## src/rtl/alu_pkg.sv

```systemverilog
// ---------------------------------------------------------------------------
// alu_pkg
// Shared definitions for the registered 4-bit ALU: the default operand width
// and the 4-bit opcode encodings decoded by alu_core.
// Contents:
//   DEFAULT_WIDTH  operand width used when a module is not overridden
//   OP_*           opcode values carried on the Sel port
// ---------------------------------------------------------------------------
package alu_pkg;

    localparam int DEFAULT_WIDTH = 4;

    localparam logic [3:0] OP_ADD = 4'b0000;
    localparam logic [3:0] OP_AND = 4'b0001;
    localparam logic [3:0] OP_OR  = 4'b0010;
    localparam logic [3:0] OP_GT  = 4'b0011;
    localparam logic [3:0] OP_XOR = 4'b0100;
    localparam logic [3:0] OP_MUL = 4'b0101;
    localparam logic [3:0] OP_SHL = 4'b0110;
    localparam logic [3:0] OP_EQ  = 4'b1000;
    localparam logic [3:0] OP_SHR = 4'b1100;
    localparam logic [3:0] OP_SUB = 4'b1111;

endpackage

```

## src/rtl/alu_core.sv

```systemverilog
// ---------------------------------------------------------------------------
// alu_core
// Purely combinational ALU datapath. Operands are unsigned and zero-extended
// to 2*WIDTH bits before evaluation, so every result is naturally truncated
// to the output width.
// Ports:
//   A    in   WIDTH     operand A
//   B    in   WIDTH     operand B, also the shift amount
//   Sel  in   4         opcode (see alu_pkg)
//   res  out  2*WIDTH   combinational result
// ---------------------------------------------------------------------------
module alu_core
    import alu_pkg::*;
#(
    parameter int WIDTH = DEFAULT_WIDTH
) (
    input  logic [WIDTH-1:0]   A,
    input  logic [WIDTH-1:0]   B,
    input  logic [3:0]         Sel,
    output logic [2*WIDTH-1:0] res
);

    localparam int RW = 2 * WIDTH;

    logic [RW-1:0] a_ext;
    logic [RW-1:0] b_ext;

    assign a_ext = {{WIDTH{1'b0}}, A};
    assign b_ext = {{WIDTH{1'b0}}, B};

    // Shifts by an amount at or beyond the vector width yield zero in
    // SystemVerilog, which gives the required saturation-to-zero for SHL
    // (B >= 2*WIDTH) and SHR (B >= WIDTH, since the upper half is zero).
    // Unused opcodes drive zero so no X leaks downstream.
    always_comb begin
        res = '0;
        case (Sel)
            OP_ADD: res = a_ext + b_ext;
            OP_SUB: res = a_ext - b_ext;
            OP_AND: res = a_ext & b_ext;
            OP_OR:  res = a_ext | b_ext;
            OP_XOR: res = a_ext ^ b_ext;
            OP_EQ:  res = {{(RW-1){1'b0}}, (A == B)};
            OP_GT:  res = {{(RW-1){1'b0}}, (A > B)};
            OP_SHL: res = a_ext << B;
            OP_SHR: res = a_ext >> B;
            OP_MUL: res = a_ext * b_ext;
            default: res = '0;
        endcase
    end

endmodule

```

## src/rtl/alu_4bit.sv

```systemverilog
// ---------------------------------------------------------------------------
// alu_4bit
// Registered 4-bit unsigned ALU. The combinational alu_core result is
// captured on every rising clock edge, giving one cycle of latency with a
// new operation accepted each cycle.
// Ports:
//   clk    in   1         clock, rising edge
//   rst_n  in   1         asynchronous reset, active-low; clears C at once
//   A      in   WIDTH     operand A, unsigned
//   B      in   WIDTH     operand B, unsigned; also the shift amount
//   Sel    in   4         opcode
//   C      out  2*WIDTH   registered result
// ---------------------------------------------------------------------------
module alu_4bit
    import alu_pkg::*;
#(
    parameter int WIDTH = DEFAULT_WIDTH
) (
    input  logic               clk,
    input  logic               rst_n,
    input  logic [WIDTH-1:0]   A,
    input  logic [WIDTH-1:0]   B,
    input  logic [3:0]         Sel,
    output logic [2*WIDTH-1:0] C
);

    logic [2*WIDTH-1:0] res;

    alu_core #(
        .WIDTH (WIDTH)
    ) u_core (
        .A   (A),
        .B   (B),
        .Sel (Sel),
        .res (res)
    );

    // Output register; asserting reset discards whatever result is in flight.
    always_ff @(posedge clk or negedge rst_n) begin
        if (!rst_n) begin
            C <= '0;
        end else begin
            C <= res;
        end
    end

endmodule

```

## config.mk

```make
export PLATFORM = sky130hd
export DESIGN_NAME = alu_4bit
export DESIGN_NICKNAME = d
export VERILOG_FILES = /design/src/rtl/alu_pkg.sv /design/src/rtl/alu_core.sv /design/src/rtl/alu_4bit.sv
export SDC_FILE = /design/constraint.sdc
export NUM_CORES = 1
export LEC_CHECK = 0
export CAP_MARGIN = 20
export CORE_MARGIN = 8
export CORE_UTILIZATION = 37
export DETAILED_ROUTE_END_ITERATION = 16
export MAX_ROUTING_LAYER = met4
export SLEW_MARGIN = 20
export SYNTH_ARGS = -nofsm -noshare
export SYNTH_HDL_FRONTEND = slang
export SYNTH_SLANG_ARGS = --single-unit
```

## constraint.sdc

```tcl
create_clock -name clk -period 0.8 [get_ports clk]
set_input_delay 0.12 -clock clk [delete_from_list [all_inputs] [get_ports clk]]
set_output_delay 0.12 -clock clk [all_outputs]
set_load 0.01 [all_outputs]
```

==> qor.yml <==
clock_tree.buffer_depth: 2
run_status: "complete, but fails checks"
p_leak_nw: 1.27
area_growth_pct: 63.2
timing.critical_path.mode_cell: "sky130_fd_sc_hd__fa_1"
cell_accounting_for_the_most_synthesized_area: "sky130_fd_sc_hd__ha_1"
clk_transition_reported_paths_ns: 0.04
yosysWarningCount: 0
synthDistinctLibCells: 56
ys_ff_latch: 8
required_ns: 0.90
max_slew.worst_pin.slew_ns: 0.617
timing_hold_violations_final: 0
overall_die_area_um2: 6660
via_per_inst: 5.23
tritoncts: "built"
critical_path.cell_chain: "buf_8, nand2_4, fa_1, inv_1, fa_1, inv_2, fa_2, a2111oi_4, a31o_2, a21oi_2, o311ai_1"
fraction_of_layout_cells_with_a_size_suffix_above_1: 0.498
layoutNonFillerInstCount: 329
grt_first_pass_wirelength_mm: 8.28
slew_headroom: 0.584
failed_checks: "setup timing"
gr-total-overflow: 0
vias: 1722
synthesis.area_per_instance_um2: 8.25
fin_nets: 324
critPathArrivalTime_ns: 2.47
worst_slack_ns: -1.57
fp.coreArea_um2: 4260
synth_most_common_cell: "sky130_fd_sc_hd__ha_1"
setup_violations: 16
worstSetupEndpointType: "flip-flop"
number_of_global_route_vias_before_repair: 1798
syn_area_um2: 1590
antenna_cells_inserted: 0
floorplan.initialDensity: 0.374
standard_cell_row_count: 24
design.portCount: 22
h_tree_levels: 1
numClockSinks: 8
crit_path_max_incr_delay_ns: 0.57
route.final.wire_length_mm: 5.00
postSynthNetCount: 238
power_per_cell_area_nw_per_um2: 912
hpwl_mm: 3.96
worstSetupStartpointType: "input pin"
hold_slack_ns: 0.167
clk_root_buffer_cell: "sky130_fd_sc_hd__clkbuf_8"
post_drt_wl_per_cell_um: 15.2
post_synth_edffs: 0
route.antenna.remaining_nets: 0
die_x_um: 81.6
gr-usage-all-layers: 0.163
synth_sequential_area_ratio: 0.126
irDropWorstVdd_mv: 0.571
die_h_um: 81.6
highest_delay_cell_along_the_critical_path: "sky130_fd_sc_hd__fa_2"
synthTopCellsByArea: "sky130_fd_sc_hd__ha_1, sky130_fd_sc_hd__dfrtp_1, sky130_fd_sc_hd__fa_1"
dp.cells: 315
cts_hold_buf: 0
tns_ns: -10.02
period_minus_slack_ns: 2.37
initialDrtViolationCount: 81
place_congestion: 0.874
largest_reg_flops: 8
min_period_over_period: 2.97
max-cap-violations: 0
antenna_found_initial: 0
numPortBuffers: 21
unrepaired_setup_endpoints_after_global_routing: "true"
largest_register: "C"
largest_registers: "C (8)"
path_max_fanout: 3
drt_pre_antenna_iters: 4
ys_top_cells_by_count: "sky130_fd_sc_hd__ha_1, sky130_fd_sc_hd__inv_1, sky130_fd_sc_hd__nand2_1, sky130_fd_sc_hd__nor2_1, sky130_fd_sc_hd__a21oi_1"
post-route-drc-count: 0
timing.setup.critical_path_class: "input pin to flip-flop"
netlist_instances: 193
postSynth.asyncResetShare: 1.00
final_max_slew_viol_count: 0
dominantRegCellSynth: "sky130_fd_sc_hd__dfrtp_1"
maxClockFrequency_mhz: 421
numCtsBuffers: 3
filler_cell_count: 383
largest_net_degree_at_the_start_of_global_routing: 11
synth_top_area_frac: 0.196
hp-class: "input pin to async pin"
## report_power, final
group	internal [mW]	switching, mW	total, mW
logic	0.734	0.703	1.44
clock network	0.326	0.158	0.484
registers	0.440	0.00975	0.450
## final cells by class
class | count | area, um^2 | share of cell area
multi-input cells | 154 | 1470 | 0.564
repair buffers | 88 | 716 | 0.275
flip-flops and latches | 8 | 200 | 0.0770
inverters | 24 | 111 | 0.0429
well taps | 52 | 65.1 | 0.0250
clock buffers | 3 | 41.3 | 0.0159
## worst paths after layout
| kind | slack (ns) | cells after the start | to | start |
|---|---|---|---|---|
| worst min-delay path | 0.17 | 1 | C[3] | rst_n |
| max in group asynchronous | 0.37 | 1 | C[6] | rst_n |
| worst max-delay path | -1.57 | 11 | C[3] | B[2] |
| min in group clk | 0.43 | 4 | C[6] | B[0] |
## through the flow
| stage | setup slack [ns] | utilization | area [um^2] | power [mW] |
|---|---|---|---|---|
| 6_report | -1.57 | 0.609 | 2600 | 2.37 |
| 3_5_place_dp | -2.24 | 0.542 | 2310 | 1.66 |
| 4_1_cts | -1.54 | 0.592 | 2530 | 2.30 |
| 5_1_grt | -1.68 | 0.609 | 2600 | 2.55 |
| 3_3_place_gp | -2.21 | 0.542 | 2310 | 1.66 |
| 2_1_floorplan | -1.63 | - | 1700 | 1.10 |
## kinds of logic (layout without fill, tap and decap cells)
family	count (synthesis)	in the layout	share of synthesized area
buf+inv	31	115	0.0872
compound gates	51	51	0.226
xor+xnor	4	4	0.0220
simple gates	63	63	0.227
mux	5	5	0.0401
fa+ha+maj	31	31	0.272
flops	8	8	0.126
## worst max-delay path: cells and delay by family
family	cells	cell delay [ns]
fa+ha+maj	3	1.60
compound gates	4	0.53
buf+inv	3	0.18
simple gates	1	0.05
## per-layer routing
layer / vias to the layer above / GRT usage / share of wire
met1: 797 / 0.197 / 0.45
met4: 0 / 0.0421 / 0.014
met5: - / - / 0
li1: 869 / - / -
met3: 8 / 0.0219 / 0.046
met2: 48 / 0.278 / 0.49
## cells in the final DEF (no fill, tap or decap), drive strengths merged, types with 2 or more instances in the layout
master,instances
o221ai,3
nor2,13
nand4,3
fa,6
or4,2
a21oi,11
xor2,3
nand2b,5
o311ai,2
buf,82
o211ai,2
dfrtp,8
a21o,3
ha,25
clkdlybuf4s50,5
o31ai,2
nor2b,2
o21ai,11
nor4,2
a211o,2
nor3,7
mux2i,3
nand3,4
nand2,20
a31oi,2
clkbuf,3
inv,23
## repair_timing
action                     CTS  global route
pin swaps                   27             8
setup endpoints to repair   16            16
gates resized for setup    103            12
setup buffers               10             1
Power figures use the tool's default switching activity.
